--- src/rtl/cpu7_addr_xlat_pkg.sv ---
`default_nettype none
// +----------------------------------------------------------------------------+
// | cpu7_addr_xlat_pkg : shared constants, CSR field layout and types for the   |
// |                      cpu7 address translator.                               |
// | Revision: 1.0                                                               |
// +----------------------------------------------------------------------------+
package cpu7_addr_xlat_pkg;

  localparam logic [13:0] CSR_CRMD = 14'h000;
  localparam logic [13:0] CSR_DMW0 = 14'h180;

  localparam int CRMD_PLV_LSB  = 0;
  localparam int CRMD_DA       = 3;
  localparam int CRMD_PG       = 4;
  localparam int CRMD_DATF_LSB = 5;
  localparam int CRMD_DATM_LSB = 7;

  localparam int DMW_PLV0     = 0;
  localparam int DMW_PLV3     = 3;
  localparam int DMW_MAT_LSB  = 4;
  localparam int DMW_PSEG_LSB = 25;
  localparam int DMW_VSEG_LSB = 29;

  localparam logic [5:0] EXC_TLBR = 6'h3F;

  typedef struct packed {
    logic [1:0] datm;
    logic [1:0] datf;
    logic       pg;
    logic       da;
    logic [1:0] plv;
  } crmd_t;

  typedef struct packed {
    logic [2:0] vseg;
    logic [2:0] pseg;
    logic [1:0] mat;
    logic       plv3;
    logic       plv0;
  } dmw_t;

  // Direct-address mode with coherent-cached fetch and data attributes.
  localparam crmd_t CRMD_RST = '{datm: 2'b01, datf: 2'b01, pg: 1'b0, da: 1'b1, plv: 2'b00};

endpackage
`default_nettype wire

--- src/rtl/cpu7_addr_xlat_chan.sv ---
`default_nettype none
// +----------------------------------------------------------------------------+
// | cpu7_xlat_chan : one translation channel; accept, LAT-deep result delay,    |
// |                  hold until recv, cancel.                                   |
// | Revision: 1.0                                                               |
// +----------------------------------------------------------------------------+
module cpu7_xlat_chan
  import cpu7_addr_xlat_pkg::*;
#(
  parameter int LAT = 1,
  parameter int RW  = 40
) (
  input  logic          clk,
  input  logic          reset,
  input  logic          req_i,
  input  logic          cancel_i,
  input  logic          recv_i,
  input  logic [RW-1:0] res_i,
  output logic          busy_o,
  output logic          finish_o,
  output logic [RW-1:0] res_o
);

  localparam int            CW       = (LAT > 1) ? $clog2(LAT) : 1;
  localparam logic [CW-1:0] C_LAT_M1 = CW'(LAT - 1);

  logic          pend_q, pend_d;
  logic          fin_q, fin_d;
  logic [CW-1:0] cnt_q, cnt_d;
  logic [RW-1:0] res_q, res_d;
  logic          w_accept;

  // Only one request lives in a channel; a new one enters when idle or as the held one is consumed.
  assign w_accept = req_i && !cancel_i && (!(pend_q || fin_q) || (fin_q && recv_i));

  always_comb begin
    pend_d = pend_q;
    fin_d  = fin_q;
    cnt_d  = cnt_q;
    res_d  = res_q;
    if (cancel_i) begin
      pend_d = 1'b0;
      fin_d  = 1'b0;
    end else if (w_accept) begin
      res_d  = res_i;
      pend_d = (LAT > 1);
      fin_d  = (LAT == 1);
      cnt_d  = C_LAT_M1;
    end else begin
      if (fin_q && recv_i) fin_d = 1'b0;
      if (pend_q) begin
        if (cnt_q == CW'(1)) begin
          pend_d = 1'b0;
          fin_d  = 1'b1;
        end else begin
          cnt_d = cnt_q - CW'(1);
        end
      end
    end
  end

  always_ff @(posedge clk) begin
    if (reset) begin
      pend_q <= 1'b0;
      fin_q  <= 1'b0;
      cnt_q  <= '0;
      res_q  <= '0;
    end else begin
      pend_q <= pend_d;
      fin_q  <= fin_d;
      cnt_q  <= cnt_d;
      res_q  <= res_d;
    end
  end

  assign busy_o   = pend_q | fin_q;
  assign finish_o = fin_q;
  assign res_o    = res_q;

endmodule
`default_nettype wire

--- src/rtl/cpu7_addr_xlat.sv ---
`default_nettype none
// +----------------------------------------------------------------------------+
// | cpu7_addr_xlat : NCH-channel DA/DMW address translator with CRMD/DMW CSRs.  |
// | Optional macro CPU7_XLAT_PLV_CHECK_EN gates DMW matches on privilege.       |
// | Revision: 1.0                                                               |
// +----------------------------------------------------------------------------+
module cpu7_addr_xlat
  import cpu7_addr_xlat_pkg::*;
#(
  parameter int NCH  = 2,
  parameter int VA_W = 32,
  parameter int PA_W = 32,
  parameter int LAT  = 1,
  parameter int NDMW = 2
) (
  input  logic                  clk,
  input  logic                  reset,
  input  logic [NCH-1:0]        req,
  input  logic [NCH*VA_W-1:0]   vaddr,
  input  logic [NCH-1:0]        cancel,
  input  logic [NCH-1:0]        recv,
  output logic [NCH-1:0]        busy,
  output logic [NCH-1:0]        finish,
  output logic [NCH-1:0]        hit,
  output logic [NCH*PA_W-1:0]   paddr,
  output logic [NCH-1:0]        uncache,
  output logic [NCH*6-1:0]      exccode,
  input  logic                  csr_wen,
  input  logic [13:0]           csr_waddr,
  input  logic [31:0]           csr_wdata
);

  localparam int RW = PA_W + 8;

  crmd_t            crmd_q, crmd_d;
  dmw_t [NDMW-1:0]  dmw_q, dmw_d;
  logic [NDMW-1:0]  w_plv_ok;

  function automatic logic win_match(input logic [2:0] vseg, input logic [2:0] vtop,
                                     input logic plv_ok);
    return plv_ok && (vseg == vtop);
  endfunction

  always_comb begin
    crmd_d = crmd_q;
    dmw_d  = dmw_q;
    if (csr_wen) begin
      if (csr_waddr == CSR_CRMD) begin
        crmd_d = '{datm: csr_wdata[CRMD_DATM_LSB +: 2], datf: csr_wdata[CRMD_DATF_LSB +: 2],
                   pg:   csr_wdata[CRMD_PG],            da:   csr_wdata[CRMD_DA],
                   plv:  csr_wdata[CRMD_PLV_LSB +: 2]};
      end
      for (int k = 0; k < NDMW; k++) begin
        if (csr_waddr == CSR_DMW0 + 14'(k)) begin
          dmw_d[k] = '{vseg: csr_wdata[DMW_VSEG_LSB +: 3], pseg: csr_wdata[DMW_PSEG_LSB +: 3],
                       mat:  csr_wdata[DMW_MAT_LSB +: 2],  plv3: csr_wdata[DMW_PLV3],
                       plv0: csr_wdata[DMW_PLV0]};
        end
      end
    end
  end

  always_ff @(posedge clk) begin
    if (reset) begin
      crmd_q <= CRMD_RST;
      dmw_q  <= '0;
    end else begin
      crmd_q <= crmd_d;
      dmw_q  <= dmw_d;
    end
  end

  logic unused_wdata;
  assign unused_wdata = ^{csr_wdata[24:9], csr_wdata[2]};

`ifdef CPU7_XLAT_PLV_CHECK_EN
  // PLV 1 and 2 have no enable bit in a window, so they never match.
  always_comb begin
    w_plv_ok = '0;
    for (int k = 0; k < NDMW; k++) begin
      w_plv_ok[k] = (crmd_q.plv == 2'd0 && dmw_q[k].plv0) ||
                    (crmd_q.plv == 2'd3 && dmw_q[k].plv3);
    end
  end
`else
  assign w_plv_ok = '1;
  logic unused_plv;
  assign unused_plv = ^{crmd_q.plv, crmd_q.pg, dmw_q};
`endif

  for (genvar i = 0; i < NCH; i++) begin : g_ch
    logic [VA_W-1:0] w_va;
    logic            w_hit;
    logic            w_unc;
    logic [5:0]      w_exc;
    logic [PA_W-1:0] w_pa;
    logic [RW-1:0]   w_out;

    assign w_va = vaddr[i*VA_W +: VA_W];

    // Translation is evaluated against the registered CSRs, so a same-cycle write is not seen.
    always_comb begin
      w_hit = 1'b0;
      w_unc = 1'b0;
      w_exc = EXC_TLBR;
      w_pa  = w_va[PA_W-1:0];
      if (crmd_q.da) begin
        w_hit = 1'b1;
        w_exc = 6'h00;
        w_unc = (i == 0) ? (crmd_q.datf == 2'b00) : (crmd_q.datm == 2'b00);
      end else begin
        for (int k = NDMW - 1; k >= 0; k--) begin
          if (win_match(dmw_q[k].vseg, w_va[VA_W-1 -: 3], w_plv_ok[k])) begin
            w_hit = 1'b1;
            w_exc = 6'h00;
            w_unc = (dmw_q[k].mat == 2'b00);
            w_pa  = {dmw_q[k].pseg, w_va[PA_W-4:0]};
          end
        end
      end
    end

    cpu7_xlat_chan #(
      .LAT (LAT),
      .RW  (RW)
    ) u_chan (
      .clk      (clk),
      .reset    (reset),
      .req_i    (req[i]),
      .cancel_i (cancel[i]),
      .recv_i   (recv[i]),
      .res_i    ({w_hit, w_unc, w_exc, w_pa}),
      .busy_o   (busy[i]),
      .finish_o (finish[i]),
      .res_o    (w_out)
    );

    assign {hit[i], uncache[i], exccode[i*6 +: 6], paddr[i*PA_W +: PA_W]} = w_out;
  end

endmodule
`default_nettype wire

--- config.mk ---
export PLATFORM = sky130hd
export DESIGN_NAME = cpu7_addr_xlat
export DESIGN_NICKNAME = d
export VERILOG_FILES = /design/src/rtl/cpu7_addr_xlat_pkg.sv /design/src/rtl/cpu7_addr_xlat_chan.sv /design/src/rtl/cpu7_addr_xlat.sv
export SDC_FILE = /design/constraint.sdc
export NUM_CORES = 1
export LEC_CHECK = 0
export BUFFER_PORTS_ARGS = -buffer_cell sky130_fd_sc_hd__clkbuf_2
export CORE_MARGIN = 10
export CORE_UTILIZATION = 44
export CTS_CLUSTER_SIZE = 8
export DETAILED_ROUTE_END_ITERATION = 8
export GPL_ROUTABILITY_DRIVEN = 0
export PLACE_DENSITY = 0.78
export SLEW_MARGIN = 40
export SYNTH_ARGS = -nofsm -noshare
export SYNTH_HDL_FRONTEND = slang
export SYNTH_HIERARCHICAL = 1
export SYNTH_SLANG_ARGS = --single-unit
--- constraint.sdc ---
create_clock -name clk -period 2 [get_ports clk]
set_input_delay 0.4 -clock clk [delete_from_list [all_inputs] [get_ports clk]]
set_output_delay 0.4 -clock clk [all_outputs]
set_load 0.01 [all_outputs]
==> summary.txt, run 1 <==
Routed WL per cell: 15.5 um
Total Routing Usage GR: 0.154
Worst Path Max Fanout: 3
Sw Share: 0.243
Share of layout cells above drive strength 1: 0.340
Final hold violations: 0
Clk_lat worst skew: 0.35 ns
Placed cell area: 6150 sq um
Top cell type's share of synthesized area: 0.417
Hold slack: 0.270 ns
Reg2Reg Depth: 6
Fillers: 1,030
Crit path DAT: 1.97 ns
Combinational family with the most area after synthesis: simple AND/OR/NAND/NOR gates
Via count: 3,999
Hold Crit Class: in -> reg
Hold path start: csr_wdata[3]
Mux cell area share after synthesis: 0.212
Final period util: 0.866
Setup violators final: 0
Critical Path Sink: g_ch[0].u_chan/res_o[30]
Synth cell types: 35
RR Endpoint: g_ch[0].u_chan/res_o[30]
Top_reg_cell synth: dfxtp_1
Die footprint: 16,400 sq um
Synth Area per Inst: 10.2 sq um
Setup bufs post-CTS: 0
Max cap viols: 0
Slew margin rel.: 0.688
Chip Height: 128 um
Most numerous cell in the Yosys netlist: nand2b_1
Syn_nets: 623
Adder-Cell Fraction of Synth Area: 0
Cell Rows: 39
Compound-Gate Fraction of Synth Area: 0.0224
Flop pwr share: 0.489
Critical path launch point: dmw_q[7]
Final instance area: 6440 sq um
XOR/XNOR share of the synthesized area: 0.0205
N_diodes: 0
Element type at the critical path end: flop
DRC Markers: 0
Place WS: -0.0857 ns
Unrepaired setup endpoints after global routing: no
Starting Density: 0.450
Setup_tns: 0 ns
First-pass GRT wire length: 20.7 mm
Clk slew on worst S/H paths: 0.07 ns
Yosys warns: 6
Clock Power Share: 0.392
Core ar.: 11,400 sq um
Number of clock sinks: 107
Crit Reg-Reg Startpoint: dmw_q[7]
Violation count after the first detailed-route iteration: 152
Psw: 1.12 mW
CTS Buf Count: 9
Slew Limit Fails: 0
FF+latch count, synth: 107
Post-synth design cell area: 5130 sq um
P&R area growth vs syn: 25.4%
Cts hold-fix bufs: 0
Post-Layout Cell Count: 829
Outcome: finished, final reports clean
Buffers on Ports: 182
IO Pins: 203
Clock skew: 0.0107 ns
Cts repair resizes: 0
WL final: 12.8 mm
Post-Place Cells: 813
H-tree level count: 3
Die width: 128 um
Flop-to-flop setup slack: 0.27 ns
Via-to-Cell Ratio: 4.82
Vias in the first global route: 4,215
Commonest cells post-synth: 165 x nand2b_1, 107 x dfxtp_1, 101 x mux2i_1
Comb pwr share: 0.119
Final core occ: 0.564
Min Tclk post-route: 1.73 ns
Post-route setup slack: 0.268 ns
Detail Placement HPWL: 9.91 mm
Register Area: 2140 sq um
Worst Tran Pin Value: 0.467 ns
DRT antenna net count: 0
Int Pwr: 3.47 mW
Number of synthesized flops with an enable pin: 0
Sequential element share of the synthesized area: 0.417
Worst Setup Start Kind: flop
Grt ovf: 0
WS Path Type: reg -> reg
Mapped Cells: 504
Async SR Flop Fraction: 0
Post-Synth Simple-Gate Area: 0.272
Layout Nets: 800
Total power draw: 4.58 mW
Area occupied by multi-input gates: 2710 sq um
Clock Tree Buf Depth: 2
Critical Path RT: 2.23 ns
PwrDens: 712 nW/um^2
CTS tree: built
FMAX: 0.577 GHz
Pre-Repair DR Iteration Count: 4
Root buf cell: clkbuf_16
Leak pwr: 2.87 nW
Initial antenna violation count: 0
Top area cells in the synthesized netlist: dfxtp_1 42%, nand2b_1 20%, mux2i_1 20%
Pin count of the biggest net entering global routing: 56
Worst VDD drop: 0.000438 V
Yosys top cell by area: dfxtp_1
==> power groups by stage <==
stage	registers (mW)	logic, mW	clock network [mW]
floorplan	2.32	0.308	0
global placement	2.28	0.533	0
detailed placement	2.29	0.552	0
CTS	2.24	0.555	1.86
global route	2.25	0.601	1.93
finish	2.24	0.545	1.80
==> worst min path at each step <==
stage	endpoint	slack, ns	cells past startpoint
after global routing	crmd_q[2]	0.28	3
after floorplan	g_ch[0].u_chan/pend_q	0.42	1
after CTS	crmd_q[2]	0.26	3
final	crmd_q[2]	0.27	3
after global placement	g_ch[1].u_chan/pend_q	0.43	1
after detailed placement	g_ch[0].u_chan/pend_q	0.45	1
==> layer usage <==
layer	up-vias	track usage	routed length, um
li1	2020	-	-
met1	1846	0.176	5320
met2	110	0.250	6240
met3	23	0.0567	978
met4	0	0.0722	285
met5	-	0	0
==> cells by family (layout without fill, tap and decap cells) <==
kind of cell | Yosys count | in the layout
AOI/OAI and AO/OA | 15 | 15
xor gates and xnor gates | 12 | 12
and+or+nand+nor | 225 | 225
buffers and inverters | 37 | 219
DFF | 107 | 107
muxes | 108 | 108
==> critical path, stage by stage, from the launching register on <==
cell and delay [ns]:
dfxtp_1 0.35, xnor2_1 0.22, and3_1 0.27, mux2_2 0.37, mux2_2 0.27, nand2b_1 0.07
mux2i_1 0.06
==> registers in the layout, indices dropped and copies added, names as in the netlist <==
register              cells
crmd_q                    5
dmw_q                    16
g_ch.u_chan/res_o        80
g_ch.u_chan/finish_o      2
g_ch.u_chan/pend_q        2
g_ch.u_chan/cnt_q         2
==> layout make-up <==
cell class,instances,share of cell area
clock buffer,11,0.0361
clock inverter,5,0.00933
inverter,5,0.00291
multi-input combinational,360,0.421
sequential,107,0.333
tap,143,0.0278
timing repair buffer,198,0.170
==> layout by cell type, fill, tap and decap left out, types with 2 or more instances in the layout <==
master     count
buf_12         5
o2111a_2       2
inv_6          2
nand3_1        4
or2_2          3
inv_1          3
clkbuf_2     181
mux2i_1      101
nor2b_1        3
a221o_1        3
or3_1          3
nor3_1         2
buf_4         12
o21a_1         3
dfxtp_1      107
nand2b_1     165
nor4b_1        2
clkbuf_16      9
nor4_4         2
inv_2          2
or4_4          2
nor2_1        23
mux2_2         7
xor2_1         6
nor3b_1        4
clkbuf_1       2
a21oi_1        5
nor3_2         2
xnor2_1        6
nand2_1        5
Note: power is estimated with default switching activity, not from simulation.
==> run 2, diff against run 1 <==
Settings changed: ABC_AREA set to 1, PLACE_DENSITY 0.78 to 0.79.
==> summary.txt, run 2 <==
Synth cell types: 30
WS Path Type: reg -> reg
Number of synthesized flops with an enable pin: 0
Adder-Cell Fraction of Synth Area: 0
Slew margin rel.: 0.656
Top cell type's share of synthesized area: 0.437
Via-to-Cell Ratio: 4.29
Share of layout cells above drive strength 1: 0.236
Max FFs per register: 80
Pre-Repair DR Iteration Count: 4
Most numerous cell in the Yosys netlist: nor2_1
Hold slack: 0.249 ns
Hold path start: vaddr[36]
Yosys top cell by area: dfxtp_1
WL final: 12.4 mm
Syn_nets: 876
Top_reg_cell synth: dfxtp_1
H-tree level count: 3
Pin count of the biggest net entering global routing: 47
Combinational family with the most area after synthesis: simple AND/OR/NAND/NOR gates
Unrepaired setup endpoints after global routing: no
Min Tclk post-route: 1.60 ns
Commonest non-fill, non-tap cell in the layout: nor2_1
Final period util: 0.798
Crit Reg-Reg Startpoint: dmw_q[9]
Async SR Flop Fraction: 0
Worst Tran Pin Value: 0.515 ns
Number of clock sinks: 107
Layout Nets: 1,052
Most frequent cells in the layout: 216 x nor2_1, 210 x nand2_1, 182 x clkbuf_2, 117 x inv_1, 107 x dfxtp_1
Critical Path RT: 2.27 ns
Post-Place Cells: 1,062
Post-synth design cell area: 4900 sq um
Violation count after the first detailed-route iteration: 346
IO Pins: 203
Die width: 126 um
XOR/XNOR share of the synthesized area: 0.0158
Clk_lat worst skew: 0.36 ns
Final core occ: 0.559
Max cap viols: 0
Buffers on Ports: 182
Final instance area: 6080 sq um
First-pass GRT wire length: 20.1 mm
Clk slew on worst S/H paths: 0.10 ns
Element type at the critical path end: flop
Placed cell area: 5890 sq um
Critical path launch point: dmw_q[9]
Worst Setup Start Kind: flop
Setup bufs post-CTS: 0
Total Routing Usage GR: 0.149
Final hold violations: 0
Cts repair resizes: 0
Crit path DAT: 1.87 ns
N_diodes: 0
DRC Markers: 0
Clock skew: 0.00810 ns
Yosys warns: 6
Initial antenna violation count: 0
Starting Density: 0.450
Slew Limit Fails: 0
Outcome: finished, final reports clean
Via count: 4,621
Mapped Cells: 757
Post-route setup slack: 0.403 ns
CTS Buf Count: 9
P&R area growth vs syn: 24.0%
Mux cell area share after synthesis: 0
Post-Synth Simple-Gate Area: 0.378
Core ar.: 10,900 sq um
DRT antenna net count: 0
Sequential element share of the synthesized area: 0.437
Place WS: 0.296 ns
Hold Crit Class: in -> reg
CTS tree: built
Setup_tns: 0 ns
Die footprint: 15,800 sq um
Chip Height: 126 um
Clock Tree Buf Depth: 2
Cts hold-fix bufs: 0
Synth Area per Inst: 6.48 sq um
Commonest cells post-synth: 216 x nor2_1, 210 x nand2_1, 117 x inv_1
Worst VDD drop: 0.000361 V
Leak pwr: 3.46 nW
Worst Path Max Fanout: 8
Routed WL per cell: 11.5 um
Vias in the first global route: 4,238
Top area cells in the synthesized netlist: dfxtp_1 44%, nor2_1 17%, nand2_1 16%
FMAX: 0.626 GHz
Total power draw: 4.30 mW
Compound-Gate Fraction of Synth Area: 0.0355
Setup violators final: 0
Detail Placement HPWL: 9.52 mm
Cell Rows: 38
Fillers: 1,128
PwrDens: 707 nW/um^2
Grt ovf: 0
Root buf cell: clkbuf_8
Post-Layout Cell Count: 1,077
FF+latch count, synth: 107
-- run 2: worst max-delay path: stages, from the launching register on --
cell	delay, ns
dfxtp_1	0.45
xnor2_1	0.15
nand3_2	0.15
nand2_2	0.10
nor2_1	0.41
inv_1	0.08
nor2_1	0.11
nor2_1	0.05
-- run 2: final timing paths --
kind	end	slack, ns	cells past startpoint
max reg2reg	g_ch[0].u_chan/res_o[39]	0.40	7
min	g_ch[1].u_chan/res_o[4]	0.25	3
max	g_ch[0].u_chan/res_o[39]	0.40	7
min reg2reg	crmd_q[6]	0.48	2
-- run 2: where the power goes --
part | switching [mW] | internal [mW]
logic | 0.395 | 0.283
clock network | 0.723 | 0.608
registers | 0.0508 | 2.24
total | 1.17 | 3.13
-- run 2: cell type report --
| type | count | area (sq um) | share of cell area |
|---|---|---|---|
| Clock buffer | 11 | 141 | 0.0232 |
| Clock inverter | 4 | 51.3 | 0.00843 |
| Inverter | 121 | 454 | 0.0747 |
| Multi-Input combinational cell | 503 | 2100 | 0.346 |
| Sequential cell | 107 | 2140 | 0.352 |
| Tap cell | 140 | 175 | 0.0288 |
| Timing Repair Buffer | 191 | 1020 | 0.167 |
-- run 2: cell families (layout without fill, tap and decap cells) --
kind of cell | Yosys count | after routing
AND/OR/NAND/NOR | 462 | 462
buffers and inverters | 147 | 327
flip-flops | 107 | 107
AO/OA/AOI/OAI | 33 | 33
XOR/XNOR | 8 | 8
-- run 2: layer usage --
layer | GRT usage | share of wire | wire [um]
met1 | 0.180 | 0.44 | 5470
met2 | 0.249 | 0.48 | 5970
met3 | 0.0507 | 0.063 | 774
met4 | 0.0379 | 0.011 | 141
met5 | 0 | 0 | 0
==> run 3, diff against run 2 <==
Clock period 2 ns to 1.41 ns, I/O delays scaled along.
==> summary.txt, run 3 (same netlist as run 2, synthesis figures left out) <==
Outcome: finished, final reports clean
Die width: 126 um
Worst-path cell chain: inv_1 > nand2_1 > nand2_1 > nand2_2 > buf_4 > o21ai_4 > nor2_1 > buf_4 > nor2_1 > nor2_1
WS Path Type: reg -> reg
P&R area growth vs syn: 28.6%
Initial antenna violation count: 0
Layout Nets: 1,058
Hold Crit Class: in -> reg
Pin count of the biggest net entering global routing: 46
Min Tclk post-route: 1.34 ns
Critical-path top delay cell: dfxtp_4
CTS Buf Count: 9
First-pass GRT wire length: 19.9 mm
Chip Height: 126 um
Worst VDD drop: 0.000971 V
Pre-Repair DR Iteration Count: 4
H-tree level count: 3
Delay-heaviest family, CP: simple AND/OR/NAND/NOR gates
Worst Tran Pin Value: 0.446 ns
IO Pins: 203
FMAX: 0.745 GHz
Routed WL per cell: 11.4 um
Clock skew: 0.0113 ns
Starting Density: 0.450
DRC Markers: 0
N_diodes: 0
Fillers: 1,086
Most frequent cells in the layout: 213 x nor2_1, 207 x nand2_1, 182 x clkbuf_2, 117 x inv_1, 100 x dfxtp_1
Via count: 4,616
Leak pwr: 3.54 nW
Worst Setup Start Kind: flop
Core ar.: 10,900 sq um
Buf/Inv on CP: 3
DRT antenna net count: 0
Share of layout cells above drive strength 1: 0.259
Critical Path RT: 1.68 ns
Area occupied by multi-input gates: 2190 sq um
Via-to-Cell Ratio: 4.26
Number of clock sinks: 107
Reg2Reg Depth: 10
Final period util: 0.952
Most frequent CP cell: nor2_1
Grt ovf: 0
Max FFs per register: 80
Buffers on Ports: 182
CP max stage delay: 0.36 ns
WL final: 12.4 mm
Total Routing Usage GR: 0.149
Element type at the critical path end: flop
Violation count after the first detailed-route iteration: 257
Vias in the first global route: 4,269
Setup_tns: 0 ns
Setup violators final: 0
Detail Placement HPWL: 9.39 mm
Root buf cell: clkbuf_8
Commonest non-fill, non-tap cell in the layout: nor2_1
CTS tree: built
Slew margin rel.: 0.703
Slew Limit Fails: 0
Clk_lat worst skew: 0.37 ns
Crit path depth: 10
Unrepaired setup endpoints after global routing: yes
Final core occ: 0.580
Cell Rows: 38
Worst Path Max Fanout: 7
Hold Crit Depth: 3
Max cap viols: 0
Register Area: 2160 sq um
Crit path DAT: 1.61 ns
Die footprint: 15,800 sq um
Final hold violations: 0
Clk slew on worst S/H paths: 0.10 ns
PwrDens: 1020 nW/um^2
Clock Tree Buf Depth: 2
==> run 3: cell types whose count changed in the layout (fill, tap and decap cells not counted), moves of 3 or more <==
| cell | change |
|---|---|
| buf_4 | +4 |
| dfxtp_4 | +5 |
| dfxtp_1 | -7 |
| xnor2_1 | -3 |
| nor2_1 | -3 |
| nand2_2 | +3 |
| nand2_1 | -3 |
==> run 3: what timing repair did <==
item | 4_1_cts | 5_1_grt
setup buffers | 0 | 1
hold buffers | 0 | 0
endpoints found under the setup margin | 1 | 17
resized for setup | 1 | 27
pin swaps | 0 | 7
==> run 3: area by class of cell <==
class | instances | area share
clock buffers | 11 | 0.0224
multi-input cells | 503 | 0.347
clock inverters | 4 | 0.0157
flip-flops and latches | 107 | 0.343
repair buffers | 197 | 0.172
inverters | 121 | 0.0720
well taps | 140 | 0.0278
==> run 3: layer usage <==
metal | up-vias | routed length (um) | global-route usage
met1 | 1932 | 5280 | 0.166
met4 | 0 | 182 | 0.0488
met3 | 13 | 702 | 0.0452
met5 | - | 0 | 0
met2 | 103 | 6210 | 0.264
li1 | 2568 | - | -
==> run 3: worst register-to-register path, cell delays in order (launching register included) <==
cell     delay [ns]
dfxtp_4        0.36
inv_1          0.05
nand2_1        0.05
nand2_1        0.07
nand2_2        0.08
buf_4          0.14
o21ai_4        0.12
nor2_1         0.05
buf_4          0.17
nor2_1         0.10
nor2_1         0.05
==> run 3: report_power, final <==
group          switching [mW]  leakage (nW)  internal (mW)
registers              0.0716         0.883           3.17
clock network           0.987         0.120           1.22
logic                   0.576          2.54          0.426
total                    1.64          3.54           4.82
==> run 3: stage by stage <==
step	cells	power, mW	hold slack (ns)	cell area [sq um]	worst slack [ns]
floorplan	757	3.90	0.361	4900	0.106
global placement	1067	4.29	0.441	5950	-0.0545
detailed placement	1067	4.31	0.443	5950	-0.0540
CTS	1082	6.53	0.109	6200	0.00505
global route	1083	6.79	0.107	6310	-0.0512
finish	1083	6.45	0.130	6310	0.0676
==> run 3: final timing paths <==
check / from / to / slack (ns)
max: dmw_q[17] / g_ch[1].u_chan/res_o[34] / 0.07
min reg2reg: crmd_q[4] / crmd_q[4] / 0.47
max reg2reg: dmw_q[17] / g_ch[1].u_chan/res_o[34] / 0.07
min: vaddr[39] / g_ch[1].u_chan/res_o[7] / 0.13
